File: src/rtl/ex_fwd_hazard_ctrl.sv
// EX-stage operand forwarding and memory-wait freeze controller.
// Tracks EX/MEM/WB destinations and drives the two ALU-input forwarding selects.

module ex_fwd_sel (
  input  logic       ex_valid,
  input  logic       is_op,
  input  logic [2:0] src,
  input  logic       mem_valid,
  input  logic       mem_wr,
  input  logic       mem_load,
  input  logic [2:0] mem_dest,
  input  logic       wb_valid,
  input  logic       wb_wr,
  input  logic [2:0] wb_dest,
  output logic [1:0] sel
);
  always_comb begin
    sel = 2'd0;
    if (ex_valid && is_op) begin
      // Youngest producer (MEM) wins over WB.
      if (mem_valid && mem_wr && mem_dest == src)
        sel = mem_load ? 2'd3 : 2'd1;
      else if (wb_valid && wb_wr && wb_dest == src)
        sel = 2'd2;
    end
  end
endmodule

module ex_fwd_hazard_ctrl #(
  parameter int STALL_CNT_W = 16
) (
  input  logic                   clk,
  input  logic                   rst_n,
  input  logic                   id_valid,
  input  logic [2:0]             id_sr1,
  input  logic [2:0]             id_sr2,
  input  logic                   id_sr1_is_op,
  input  logic                   id_sr2_is_op,
  input  logic [2:0]             id_dest,
  input  logic                   id_wr,
  input  logic                   id_mem,
  input  logic                   id_load,
  input  logic                   mem_resp,
  input  logic                   flush,
  output logic [1:0]             alu_input_one_mux_sel,
  output logic [1:0]             alu_input_two_mux_sel,
  output logic                   stall,
  output logic [STALL_CNT_W-1:0] stall_cycles
);
  typedef struct packed {
    logic [2:0] dest;
    logic       wr;
    logic       mem;
    logic       load;
  } sb_ent_t;

  typedef enum logic {RUN, MEM_WAIT} state_t;

  state_t        state_q, state_d;
  logic [2:0]    vld_pipe;          // [0]=EX, [1]=MEM, [2]=WB
  sb_ent_t       ex_q, mem_q, wb_q;
  logic [1:0][2:0] ex_src;
  logic [1:0]      ex_is_op;
  logic [1:0][1:0] fwd_sel;

  always_ff @(posedge clk or negedge rst_n) begin
    if (!rst_n) begin
      vld_pipe <= '0;
      ex_q     <= '0;
      mem_q    <= '0;
      wb_q     <= '0;
      ex_src   <= '0;
      ex_is_op <= '0;
    end else if (!stall) begin
      // Flush kills the instruction entering EX and the one entering MEM.
      vld_pipe <= {vld_pipe[1], vld_pipe[0] & ~flush, id_valid & ~flush};
      wb_q     <= mem_q;
      mem_q    <= ex_q;
      ex_q     <= '{dest: id_dest, wr: id_wr, mem: id_mem, load: id_load};
      ex_src   <= {id_sr2, id_sr1};
      ex_is_op <= {id_sr2_is_op, id_sr1_is_op};
    end
  end

  always_ff @(posedge clk or negedge rst_n) begin
    if (!rst_n) begin
      state_q      <= RUN;
      stall_cycles <= '0;
    end else begin
      state_q <= state_d;
      if (stall && stall_cycles != '1)
        stall_cycles <= stall_cycles + STALL_CNT_W'(1);
    end
  end

  always_comb begin
    state_d = state_q;
    stall   = 1'b0;
    case (state_q)
      RUN: begin
        stall = vld_pipe[1] & mem_q.mem & ~mem_resp;
        if (stall) state_d = MEM_WAIT;
      end
      MEM_WAIT: begin
        stall = ~mem_resp;
        if (mem_resp) state_d = RUN;
      end
      default: state_d = RUN;
    endcase
  end

  for (genvar k = 0; k < 2; k++) begin : g_op
    ex_fwd_sel u_sel (
      .ex_valid (vld_pipe[0]),
      .is_op    (ex_is_op[k]),
      .src      (ex_src[k]),
      .mem_valid(vld_pipe[1]),
      .mem_wr   (mem_q.wr),
      .mem_load (mem_q.load),
      .mem_dest (mem_q.dest),
      .wb_valid (vld_pipe[2]),
      .wb_wr    (wb_q.wr),
      .wb_dest  (wb_q.dest),
      .sel      (fwd_sel[k])
    );
  end

  assign alu_input_one_mux_sel = fwd_sel[0];
  assign alu_input_two_mux_sel = fwd_sel[1];
endmodule
File: config.mk
export PLATFORM = sky130hd
export DESIGN_NAME = ex_fwd_hazard_ctrl
export DESIGN_NICKNAME = d
export VERILOG_FILES = /design/src/rtl/ex_fwd_hazard_ctrl.sv
export SDC_FILE = /design/constraint.sdc
export NUM_CORES = 1
export LEC_CHECK = 0
export ABC_CLOCK_PERIOD_IN_PS = 1600
export BUFFER_PORTS_ARGS = -buffer_cell sky130_fd_sc_hd__buf_2
export CAP_MARGIN = 0
export CORE_ASPECT_RATIO = 0.9
export CORE_MARGIN = 4
export CORE_UTILIZATION = 40
export CTS_CLUSTER_SIZE = 25
export DETAILED_ROUTE_END_ITERATION = 10
export PLACE_DENSITY_LB_ADDON = 0.2
export SYNTH_ARGS = -nofsm -noshare
export SYNTH_HDL_FRONTEND = slang
export SYNTH_SLANG_ARGS = --single-unit
File: constraint.sdc
create_clock -name clk -period 1.6 [get_ports clk]
set_input_delay 0.08 -clock clk [delete_from_list [all_inputs] [get_ports clk]]
set_output_delay 0.08 -clock clk [all_outputs]
set_load 0.01 [all_outputs]
**Word level (Yosys, flattened, before mapping)**

Cells that the tools add are included.

- Input port bits: 19
- Output and inout bits: 21
- Register bits: 44

- Bitwise operators: 7
- Eq/ne operators: 5
- Muxes and demuxes: 11
- $add $sub $neg: 1
- Reduce and logical (&&, ||, !) cells: 9

Operators by type and width:

| operator | count |
|---|---|
| $add A16 B1 Y16 const B | 1 |
| $ne A16 B16 Y1 const B | 1 |
| $mux W2 | 7 |
| $eq A3 B3 Y1 | 4 |
| $logic_and A1 B1 Y1 | 9 |
| $and A1 B1 Y1 | 4 |
| $pmux W1 S2 | 2 |
| $not A1 Y1 | 3 |
| $mux W1 | 2 |

**Logic depth before layout (Yosys ltp)**

Gate-level depths: netlist (run 1).

- Word-level depth: 5
- Gate-level depth with buffers: 6

**Cells and area by module**

Synthesis (run 1) repeated with hierarchy kept, for this count alone.

- Cells, all modules: 160
- Area, all modules: 2149.6 um^2

Modules (own cells, without submodules):

| module | cells each | times used | area an instance (um^2) |
|---|---|---|---|
| ex_fwd_hazard_ctrl | 134 | 1 | 1954.4 |
| ex_fwd_sel | 13 | 2 | 97.6 |

**Worst setup path after synthesis (run 1)**

OpenSTA, ideal clock, no wires.

- Path kind: reg-to-reg
- Start point: register stall_cycles[0]
- End point: register stall_cycles[1]
- Data required time: 1475 ps
- Slack: -76 ps
- Arrival time: 1551 ps
- Period minus slack after synthesis: 1676 ps
- Path buffers: 1
- Stages on the path, launching flop included: 7
- Cell sequence: dfrtp_1 ha_1 and4_1 buf_4 nand4b_4 and2_4 mux2_4

- Word-level cells in the longest chain between the ends: 2

Ends and longest elaborated chain:

| what | RTL line | RTL |
|---|---|---|
| start, declared | 48 | `output logic [STALL_CNT_W-1:0] stall_cycles` |
| start signal, assigned | 92 | `stall_cycles <= stall_cycles + STALL_CNT_W'(1);` |
| branches (longest 2 deep; another with $add A16 B1 Y16) | n/a |  |

Parallel ways; which one is timed is not known.
A chain may end at the register's enable or synchronous reset.

**Final worst setup path (run 1)**

- Start point: register mem_q[5] (netlist bit)
- End point: output port alu_input_one_mux_sel[1]

- Word-level cells in the longest chain between the ends: 4

Ends and longest elaborated chain:

| what | RTL line | RTL |
|---|---|---|
| start, declared | 61 | `sb_ent_t ex_q, mem_q, wb_q;` |
| start signal, assigned | 78 | `mem_q <= ex_q;` |
| $eq A3 B3 Y1 | 21 | `if (mem_valid && mem_wr && mem_dest == src)` |
| $logic_and A1 B1 Y1 | 21 |  |
| $mux W2 | 21 |  |
| $mux W2 | 19 | `if (ex_valid && is_op) begin` |
| end, declared | 45 | `output logic [1:0] alu_input_one_mux_sel,` |

Every way passes these cells.

==> summary.md, run 1 <==
| Metric | Value |
|---|---|
| Startpoint types | flip-flop |
| Hold path start | id_sr1[2] |
| Global-route wire length before repair | 7000 um |
| Synth top area cells | dfrtp_1, mux2_2, xnor2_1 |
| DRT Pass-1 Iters | 4 |
| Mapped Cells | around 160 |
| Die width | between 80 and 90 um |
| Most common cell in the netlist | dfrtp_1 |
| Root Buffer Master | clkbuf_8 |
| Minimum clock period | 1.81 ns |
| Vias | approximately 1400 |
| CTS tree | yes |
| Power Density | between 900 and 1000 mW/mm2 |
| Critical Setup Path Class | flip-flop to primary output |
| Status | finished, violations left |
| FF-to-FF Start | stall_cycles[0] |
| 1st-iter DRT viols | 75 |
| Placeable Area | 0.00492 mm2 |
| Mean Syn Cell Area | 13.1 um2 |
| H-tree Lvls | 2 |
| Clock-pin slew on the worst setup and hold paths | 0.08 ns |
| Power after layout | 0.00260 W |
| Clock Sink Count | 44 |
| Failing checks | negative setup slack |
| Max Freq | 554 MHz |
| Fin util | 53.7% |
| TritonCTS buffer count | 5 |
| Max_cap viols | 0 |
| FF+latch count, synth | 44 |
| List of most frequent post-synthesis cells | dfrtp_1, mux2_2, xnor2_1 |
| Post-synth EDFFs | 0 |
| Final Skew | about 0.0070 ns |
| Data required time of the critical path | 1.52 ns |
| Post-DRT Antenna Nets | 0 |
| Post-route clock period utilization | 113% |
| Setup ws final | -0.206 ns |
| N_diodes | 0 |
| Slew HR | 75.1% |
| Main synth FF type | dfrtp_1 |
| Post-DP HPWL | between 3000 and 4000 um |
| Initial Utilization | 42.2% |
| Synthesized area | 0.00208 mm2 |
| WHS | 0.0165 ns |
| Worst min-delay path category | primary input to flip-flop |
| Worst VDD drop | ~0.00074 V |
| I/O pin count | 40 |
| Crit. End Element | primary output |
| Async SR Flop Fraction | 100% |
| Clock Latency Late Sink | 0.29 ns |
| All-Layer GR Usage | 13.3% |
| Vias per cell | 5.01 |
| Total gr overflow | 0 |
| DIE AREA | 0.00641 mm2 |
| Final setup violation count | 4 |
| Final Hold Fails | 0 |
| GR met3 Demand/Resource | 3.35% |
| Worst Max-Slew Pin Slew | 0.370 ns |
| Vias in the first global route | between 1000 and 1500 |
| Drt total wl | 4120 um |
| Chip Height | roughly 76 um |
| Synth top area share | between 50% and 60% |
| Final GP Congestion | 0.889 |
| Pin count of the biggest net entering global routing | 31 |
| Layout cell share with drive strength beyond 1 | 48.7% |
| Core Rows | 24 |
| Slew Limit Fails | 0 |
| Leakage dissipation | 1.26 nW |
| M1 GR Usage | around 18% |
| DRC errors left | 0 |
| Final nets | ~240 |
| Synth warn | 0 |
| Layout area overhead | 27.2% |
| Fin Setup TNS | -0.505 ns |
| Critical path arrival | between 1.5 and 2 ns |
| Syn_nets | 179 |
| Avg WL per Cell | 14.3 um |
| Antenna violations before repair | 0 |
| Deepest clock path buffer count | 2 |
| Global routing's busiest layer | met2 |
| Worst Setup SP | mem_q[5] |
| Unrepaired setup endpoints after global routing | true |
| Area leader, netlist | dfrtp_1 |
| Sequential-to-total area share from yosys stat | 53.0% |
| IO Port Bufs | 39 |
| Yosys cell types | 34 |
| GR met2 Demand/Resource | about a fifth |
| Critical Path Fanout Max | 3 |
## layer usage
layer / part of all wire, % / vias to the layer above
li1: - / 698
met1: 47 / 712
met2: 47 / 31
met3: 3.6 / 7
met4: 1.6 / 0
met5: 0 / -
## through the flow
step	instances	area [um2]	worst slack, ns
2_1_floorplan	159	2080	-0.0470
3_3_place_gp	269	2420	0.0786
3_5_place_dp	269	2420	0.0375
4_1_cts	284	2590	-0.211
5_1_grt	289	2640	-0.300
6_report	289	2640	-0.206
## placed cells by master (no fill, tap or decap), types with 2 or more instances in the layout
cell,n
nor4_2,2
o21ai_0,2
dfrtp_1,44
and3_1,4
nor2_1,2
buf_4,20
mux2_2,26
nand4_1,5
nand2_1,11
xnor2_1,14
nor4_1,2
buf_2,39
and3_2,2
nand3_1,7
nand2b_1,2
xor2_1,11
clkbuf_8,5
## report_power, final
part	switching (W)	total [W]	leakage, nW	internal [W]
Combinational	0.000205	0.000462	0.656	0.000257
Sequential	0.000105	0.00132	0.551	0.00122
Clock	0.000356	0.000819	0.0552	0.000463
Total	0.000666	0.00260	1.26	0.00194
## area by class of cell
cell class	count	area, um2
Fill cell	448	2280
Sequential cell	44	1100
Multi-Input combinational cell	110	973
Timing Repair Buffer	61	375
Tap cell	65	81.3
Clock buffer	6	72.6
Clock inverter	2	35.0
Inverter	1	3.75
## sequential cells by signal (all words and copies together) (netlist names)
name	count
state_q	1
ex_is_op	2
mem_q	6
ex_q	6
ex_src	6
vld_pipe	3
stall_cycles	16
wb_q	4
## cells by family (layout without fill, tap and decap cells)
logic type / count (synthesis) / in the layout / synth area share, %
AND/OR/NAND/NOR: 48 / 48 / 16.5
flip-flops: 44 / 44 / 53.0
multiplexers: 27 / 27 / 14.8
XOR/XNOR: 25 / 25 / 10.5
AO/OA/AOI/OAI: 9 / 9 / 3.25
buffers and inverters: 5 / 70 / 1.26
adder cells (fa/ha/maj): 1 / 1 / 0.602
## path summary, 6_finish.rpt
check	to	slack, ns	depth (start not counted)
setup / recovery	alu_input_one_mux_sel[1]	-0.21	5
hold / removal	ex_src[2]	0.02	2
setup reg to reg	stall_cycles[14]	0.07	5
hold reg to reg	stall_cycles[15]	0.49	1
max in group asynchronous	stall_cycles[14]	0.85	3
min in group asynchronous	mem_q[3]	0.22	2
## worst max-delay path, cell delays in order (launching register included)
cell and delay (ns):
dfrtp_1 0.42, xor2_1 0.19, nor4_2 0.30, and3_1 0.22, a2bb2oi_1 0.16, buf_2 0.15
## timing repair
action                                 4_1_cts  5_1_grt
setup buffers                                6        5
pin swaps                                    4        6
endpoints found under the hold margin       12        0
setup endpoints to repair                    4       12
hold buffers                                 1        0
resized for setup                            1        5
Note: power is estimated with default switching activity, not from simulation.
==> inputs of run 2 (changes only) <==
--- a/config.mk
+++ b/config.mk
@@ -7,10 +7,12 @@
 export LEC_CHECK = 0
 export ABC_CLOCK_PERIOD_IN_PS = 1600
 export BUFFER_PORTS_ARGS = -buffer_cell sky130_fd_sc_hd__buf_2
-export CAP_MARGIN = 0
+export CAP_MARGIN = 30
+export CELL_PAD_IN_SITES_DETAIL_PLACEMENT = 1
+export CELL_PAD_IN_SITES_GLOBAL_PLACEMENT = 1
 export CORE_ASPECT_RATIO = 0.9
 export CORE_MARGIN = 4
-export CORE_UTILIZATION = 40
+export CORE_UTILIZATION = 39
 export CTS_CLUSTER_SIZE = 25
 export DETAILED_ROUTE_END_ITERATION = 10
 export PLACE_DENSITY_LB_ADDON = 0.2
==> summary.md, run 2 (same netlist as run 1, synthesis figures left out) <==
| Metric | Value |
|---|---|
| Status | finished, violations left |
| Failing checks | negative setup slack |
| Setup slack, reg-to-reg | -0.03 ns (-0.10 ns) |
| R2R Path End | mem_q[5] |
| Sw frac | 26.8% (+1.2 points) |
| Layout area overhead | 32.8% |
| Critical Path Fanout Max | 3 (unchanged) |
| Pin count of the biggest net entering global routing | 45 (+45%) |
| WHS Path Cells | 2 (unchanged) |
| Commonest cells after routing, fill and taps aside | dfrtp_1, buf_2, mux2_2 |
| Vias | 1528 (+5.5%) |
| Minimum clock period | 1.88 ns (+0.0705 ns) |
| Top Family by Delay on Critical Path | simple AND/OR/NAND/NOR gates |
| Slew Limit Fails | 0 (unchanged) |
| Power Density | 974 mW/mm2 (-1.1%) |
| Fin util | 55.3% (+1.7 points) |
| Initial Utilization | 41.7% (-0.51 points) |
| Max_cap viols | 0 (unchanged) |
| Crit. End Element | primary output |
| DRT Pass-1 Iters | 4 (unchanged) |
| Hold path start | id_sr2[2] |
| P_sw | 0.000720 W (+8.2%) |
| Clock Latency Late Sink | 0.30 ns (about the same) |
| Data required time of the critical path | 1.52 ns (about the same) |
| Antenna violations before repair | 0 (unchanged) |
| Chip Height | 77.2 um (+1.1%) |
| Final GP Congestion | 0.830 (-6.7%) |
| All-Layer GR Usage | 15.7% (+2.4 points) |
| Post-DP HPWL | 3490 um (+15%) |
| Final nets | 252 (+3.7%) |
| Hold EP | ex_src[5] |
| DRC errors left | 0 (unchanged) |
| 1st-iter DRT viols | 74 (-1.3%) |
| Global-route wire length before repair | 8110 um (+16%) |
| Core Rows | 24 (unchanged) |
| Post-DRT Antenna Nets | 0 (unchanged) |
| CP max stage cell | dfrtp_2 |
| Vias in the first global route | 1634 (+10%) |
| Startpoint types | flip-flop |
| Commonest non-fill, non-tap cell in the layout | dfrtp_1 |
| Setup ws final | -0.277 ns (-0.0705 ns) |
| Max Freq | 533 MHz (-3.8%) |
| Internal power | 0.00197 W (+1.4%) |
| Worst VDD drop | 0.000860 V (+17%) |
| Logic pwr share | 19.6% (+1.8 points) |
| Max reg flops | 16 (unchanged) |
| Critical path arrival | 1.80 ns (+0.07 ns) |
| Clock-pin slew on the worst setup and hold paths | 0.08 ns (about the same) |
| DP Cell Count | 271 (+0.74%) |
| Placeable Area | 0.00498 mm2 (+1.2%) |
| Worst Path Buf+Inv | 1 (unchanged) |
| CTS tree | yes |
| Drt total wl | 5110 um (+24%) |
| Unrepaired setup endpoints after global routing | true |
| Vias per cell | 5.13 (+2.3%) |
| Worst min-delay path category | primary input to flip-flop |
| WHS | 0.0107 ns (-0.00583 ns) |
| Avg WL per Cell | 17.1 um (+20%) |
| Slew HR | 62.1% (-13 points) |
| I/O pin count | 40 (unchanged) |
| Layout cell share with drive strength beyond 1 | 52.4% (+3.7 points) |
| IO Port Bufs | 39 (unchanged) |
| Total gr overflow | 0 (unchanged) |
| DIE AREA | 0.00656 mm2 (+2.3%) |
| FF-to-FF Start | vld_pipe[1] |
| Critical Setup Path Class | flip-flop to primary output |
| TritonCTS buffer count | 5 (unchanged) |
| Post-route clock period utilization | 117% (+4.4 points) |
| Sequential Power Share | 49.1% (-1.7 points) |
| Area occupied by multi-input gates | 987 um2 (+1.4%) |
| Fill cells | 547 (+22%) |
| FF-to-FF path depth | 6 (+1) |
| Leakage dissipation | 1.32 nW (+4.3%) |
| Root Buffer Master | clkbuf_8 |
| Clock Sink Count | 44 (unchanged) |
| Die width | 84.9 um (+1.2%) |
| Worst path max stage delay | 0.45 ns (+0.03 ns) |
| Worst-path cell chain | xor2_2, nor4_2, and3_1, a2bb2oi_2, buf_2 |
| Final setup violation count | 9 (+5) |
| Final Instance Count excl. Fillers | 298 (+3.1%) |
| Deepest clock path buffer count | 2 (unchanged) |
| Largest Register | stall_cycles |
| Final Skew | 0.00458 ns (-0.00238 ns) |
| Clk network pwr share | 31.3% (-0.2 points) |
| H-tree Lvls | 2 (unchanged) |
| N_diodes | 0 (unchanged) |
| Final Hold Fails | 0 (unchanged) |
| Worst Max-Slew Pin Slew | 0.568 ns (+0.198 ns) |
| Storage element area | 0.00110 mm2 (+0.23%) |
[run 2: changes by cell type in the layout (fill, tap and decap cells not counted), sizes merged]
| cell | delta |
|---|---|
| clkinvlp | +1 |
| buf | +7 |
| dlygate4sd3 | +1 |
[run 2: layout make-up]
type	instances	area share (%)
multi-input cells	110	35.8
repair buffers	70	17.1
well taps	65	2.95
clock inverters	3	1.54
flip-flops and latches	44	40.0
inverters	1	0.136
clock buffers	5	2.50
[run 2: layer usage]
metal  vias to the layer above  GRT usage, %  wire (um)
li1                        708             -          -
met1                       774          19.9       2260
met2                        37          25.7       2580
met3                         9          4.39        186
met4                         0          5.06         78
met5                         -             0          0
[run 2: worst max-delay path by stage]
stage | start | end | slack (ns) | depth (start not counted)
floorplan | stall_cycles[0] | stall_cycles[1] | -0.05 | 6
global placement | stall_cycles[1] | stall_cycles[14] | 0.07 | 5
detailed placement | mem_q[5] | alu_input_one_mux_sel[1] | -0.04 | 5
CTS | mem_q[4] | alu_input_one_mux_sel[1] | -0.25 | 5
global route | mem_q[3] | alu_input_two_mux_sel[1] | -0.38 | 5
finish | ex_src[2] | alu_input_one_mux_sel[1] | -0.28 | 5
[run 2: power groups by stage]
stage / Combinational (W) / Clock, W / Sequential [W]
finish: 0.000526 / 0.000842 / 0.00132
global route: 0.000572 / 0.000912 / 0.00134
CTS: 0.000495 / 0.000870 / 0.00131
detailed placement: 0.000468 / 0 / 0.00134
global placement: 0.000437 / 0 / 0.00132
floorplan: 0.000204 / 0 / 0.00135
[run 2: what timing repair did]
action | CTS | global route
pin swaps | 5 | 10
hold buffers | 2 | 0
endpoints found under the hold margin | 45 | 0
gates resized for setup | 6 | 5
setup buffers | 6 | 10
endpoints found under the setup margin | 5 | 10
cloned | 0 | 1
[run 2: metrics by stage]
| stage | instance area (um2) | setup WS (ns) | TNS [ns] | total power, W |
|---|---|---|---|---|
| after floorplan | 2080 | -0.0470 | -0.0470 | 0.00156 |
| after global placement | 2440 | 0.0736 | 0 | 0.00176 |
| after detailed placement | 2440 | -0.0448 | -0.0728 | 0.00181 |
| after CTS | 2640 | -0.252 | -0.631 | 0.00268 |
| after global routing | 2760 | -0.383 | -1.60 | 0.00282 |
| final | 2760 | -0.277 | -0.885 | 0.00269 |
==> inputs of run 3 (changes only) <==
--- a/config.mk
+++ b/config.mk
@@ -16,6 +16,7 @@
 export CTS_CLUSTER_SIZE = 25
 export DETAILED_ROUTE_END_ITERATION = 10
 export PLACE_DENSITY_LB_ADDON = 0.2
+export RECOVER_POWER = 25
 export SYNTH_ARGS = -nofsm -noshare
 export SYNTH_HDL_FRONTEND = slang
 export SYNTH_SLANG_ARGS = --single-unit
==> summary.md, run 3 (same netlist as run 1, synthesis figures left out) <==
| Metric | Value |
|---|---|
| Worst min-delay path category | primary input to flip-flop |
| Final Skew | 0.00458 ns (unchanged) |
| Final nets | 252 (unchanged) |
| H-tree Lvls | 2 (unchanged) |
| DRT Pass-1 Iters | 4 (unchanged) |
| Fin Setup TNS | -0.885 ns (-0.0000310 ns) |
| Commonest cells after routing, fill and taps aside | dfrtp_1, buf_2, mux2_2 |
| 1st-iter DRT viols | 74 (unchanged) |
| DP Cell Count | 271 (unchanged) |
| Startpoint types | flip-flop |
| Slew HR | 26.3% (-36 points) |
| Post-route clock period utilization | 117% (unchanged) |
| Data required time of the critical path | 1.52 ns (about the same) |
| Critical path arrival | 1.80 ns (about the same) |
| Leakage dissipation | 1.32 nW (about the same) |
| Highest metal used | met4 |
| Status | finished, violations left |
| Max_cap viols | 0 (unchanged) |
| CTS tree | yes |
| Post-DP HPWL | 3490 um (unchanged) |
| Clock-pin slew on the worst setup and hold paths | 0.08 ns (about the same) |
| Final setup violation count | 9 (unchanged) |
| Die width | 84.9 um (unchanged) |
| Clock Latency Late Sink | 0.30 ns (about the same) |
| Worst path max stage delay | 0.45 ns (about the same) |
| Commonest non-fill, non-tap cell in the layout | dfrtp_1 |
| Worst VDD drop | 0.000860 V (about the same) |
| Worst Path Buf+Inv | 1 (unchanged) |
| DIE AREA | 0.00656 mm2 (unchanged) |
| Final GP Congestion | 0.830 (unchanged) |
| Layout area overhead | 32.7% (about the same) |
| DRC errors left | 0 (unchanged) |
| Worst-path cell chain | xor2_2, nor4_2, and3_1, a2bb2oi_2, buf_2 |
| Slew Limit Fails | 0 (unchanged) |
| Power after layout | 0.00269 W (about the same) |
| Setup slack, reg-to-reg | -0.03 ns (about the same) |
| Final Instance Count excl. Fillers | 298 (unchanged) |
| Max reg flops | 16 (unchanged) |
| Top Family by Delay on Critical Path | simple AND/OR/NAND/NOR gates |
| Layout cell share with drive strength beyond 1 | 52.4% (unchanged) |
| Power Density | 975 mW/mm2 (about the same) |
| Setup ws final | -0.277 ns (unchanged) |
| Vias | 1528 (unchanged) |
| Fin util | 55.3% (about the same) |
| Minimum clock period | 1.88 ns (unchanged) |
| Post-DRT Antenna Nets | 0 (unchanged) |
| Pin count of the biggest net entering global routing | 45 (unchanged) |
| Worst Max-Slew Pin Slew | 1.11 ns (+0.537 ns) |
| Largest Register | stall_cycles |
| Clock Sink Count | 44 (unchanged) |
| Failing checks | negative setup slack |
| Global-route wire length before repair | 8110 um (unchanged) |
| Drt total wl | 5110 um (about the same) |
| Critical Setup Path Class | flip-flop to primary output |
| Crit. End Element | primary output |
| Vias in the first global route | 1634 (unchanged) |
| I/O pin count | 40 (unchanged) |
| Deepest clock path buffer count | 2 (unchanged) |
| N_diodes | 0 (unchanged) |
| Unrepaired setup endpoints after global routing | true |
| Critical Path Fanout Max | 3 (unchanged) |
| IO Port Bufs | 39 (unchanged) |
| TritonCTS buffer count | 5 (unchanged) |
| Placeable Area | 0.00498 mm2 (unchanged) |
| Chip Height | 77.2 um (unchanged) |
| Avg WL per Cell | 17.1 um (about the same) |
| Met2 Wirelength | 2580 um (unchanged) |
| WL met3 | 186 um (unchanged) |
| Initial Utilization | 41.7% (unchanged) |
| Final Hold Fails | 0 (unchanged) |
| Met1 wire length | 2260 um (about the same) |
| Antenna violations before repair | 0 (unchanged) |
| Total gr overflow | 0 (unchanged) |
| Max Freq | 533 MHz (unchanged) |
| CP max stage cell | dfrtp_2 |
| Root Buffer Master | clkbuf_8 |
| Core Rows | 24 (unchanged) |
| All-Layer GR Usage | 15.7% (unchanged) |
| Vias per cell | 5.13 (unchanged) |
## run 3: cell count changes in the layout (fill, tap and decap cells not counted), sizes merged
cell,previous run,this run
buf,67,66
clkbuf,6,7
## run 3: final timing paths
path | start | end | cells after the start
worst max-delay path | ex_src[2] | alu_input_one_mux_sel[1] | 5
worst min-delay path | id_sr2[2] | ex_src[5] | 2
min in group asynchronous | rst_n | mem_q[4] | 3
worst max register to register | vld_pipe[1] | mem_q[5] | 6
max in group asynchronous | rst_n | ex_src[2] | 3
worst min register to register | stall_cycles[15] | stall_cycles[15] | 1
## run 3: timing repair
item | in CTS | in global routing
pin swaps | 5 | 10
gates cloned | 0 | 1
endpoints found under the setup margin | 5 | 10
buffers inserted | 6 | 10
gates resized for setup | 6 | 5
hold endpoints to repair | 45 | 0
hold buffers | 2 | 0
## run 3: cell type report
type | instances | area (um2)
well taps | 65 | 81.3
flip-flops and latches | 44 | 1100
inverters | 1 | 3.75
fillers | 548 | 2230
clock inverters | 3 | 42.5
multi-input cells | 110 | 987
repair buffers | 70 | 468
clock buffers | 5 | 68.8
## run 3: per-layer routing
| layer | global-route usage (%) | up-vias |
|---|---|---|
| met3 | 4.39 | 9 |
| met5 | 0 | - |
| met1 | 19.9 | 774 |
| met4 | 5.06 | 0 |
| met2 | 25.7 | 37 |
| li1 | - | 708 |
## run 3: worst reg2reg max path: cells and delay by family, from the launching register on
kind | cells | cell delay [ns]
compound gates | 1 | 0.27
buf+inv | 3 | 0.45
flops | 1 | 0.40
mux | 1 | 0.29
simple gates | 1 | 0.11
## run 3: metrics by stage
step / worst slack (ns) / hold WS, ns / cell area, um2
2_1_floorplan: -0.0470 / -0.216 / 2080
3_3_place_gp: 0.0736 / 0.184 / 2440
3_5_place_dp: -0.0448 / 0.195 / 2440
4_1_cts: -0.252 / 0.000962 / 2640
5_1_grt: -0.383 / 0.00144 / 2760
6_report: -0.277 / 0.0107 / 2760
## run 3: power breakdown
part           internal [W]  total (W)  switching, W
Clock              0.000462   0.000842      0.000380
Sequential          0.00122    0.00132     0.0000999
Combinational      0.000285   0.000526      0.000241
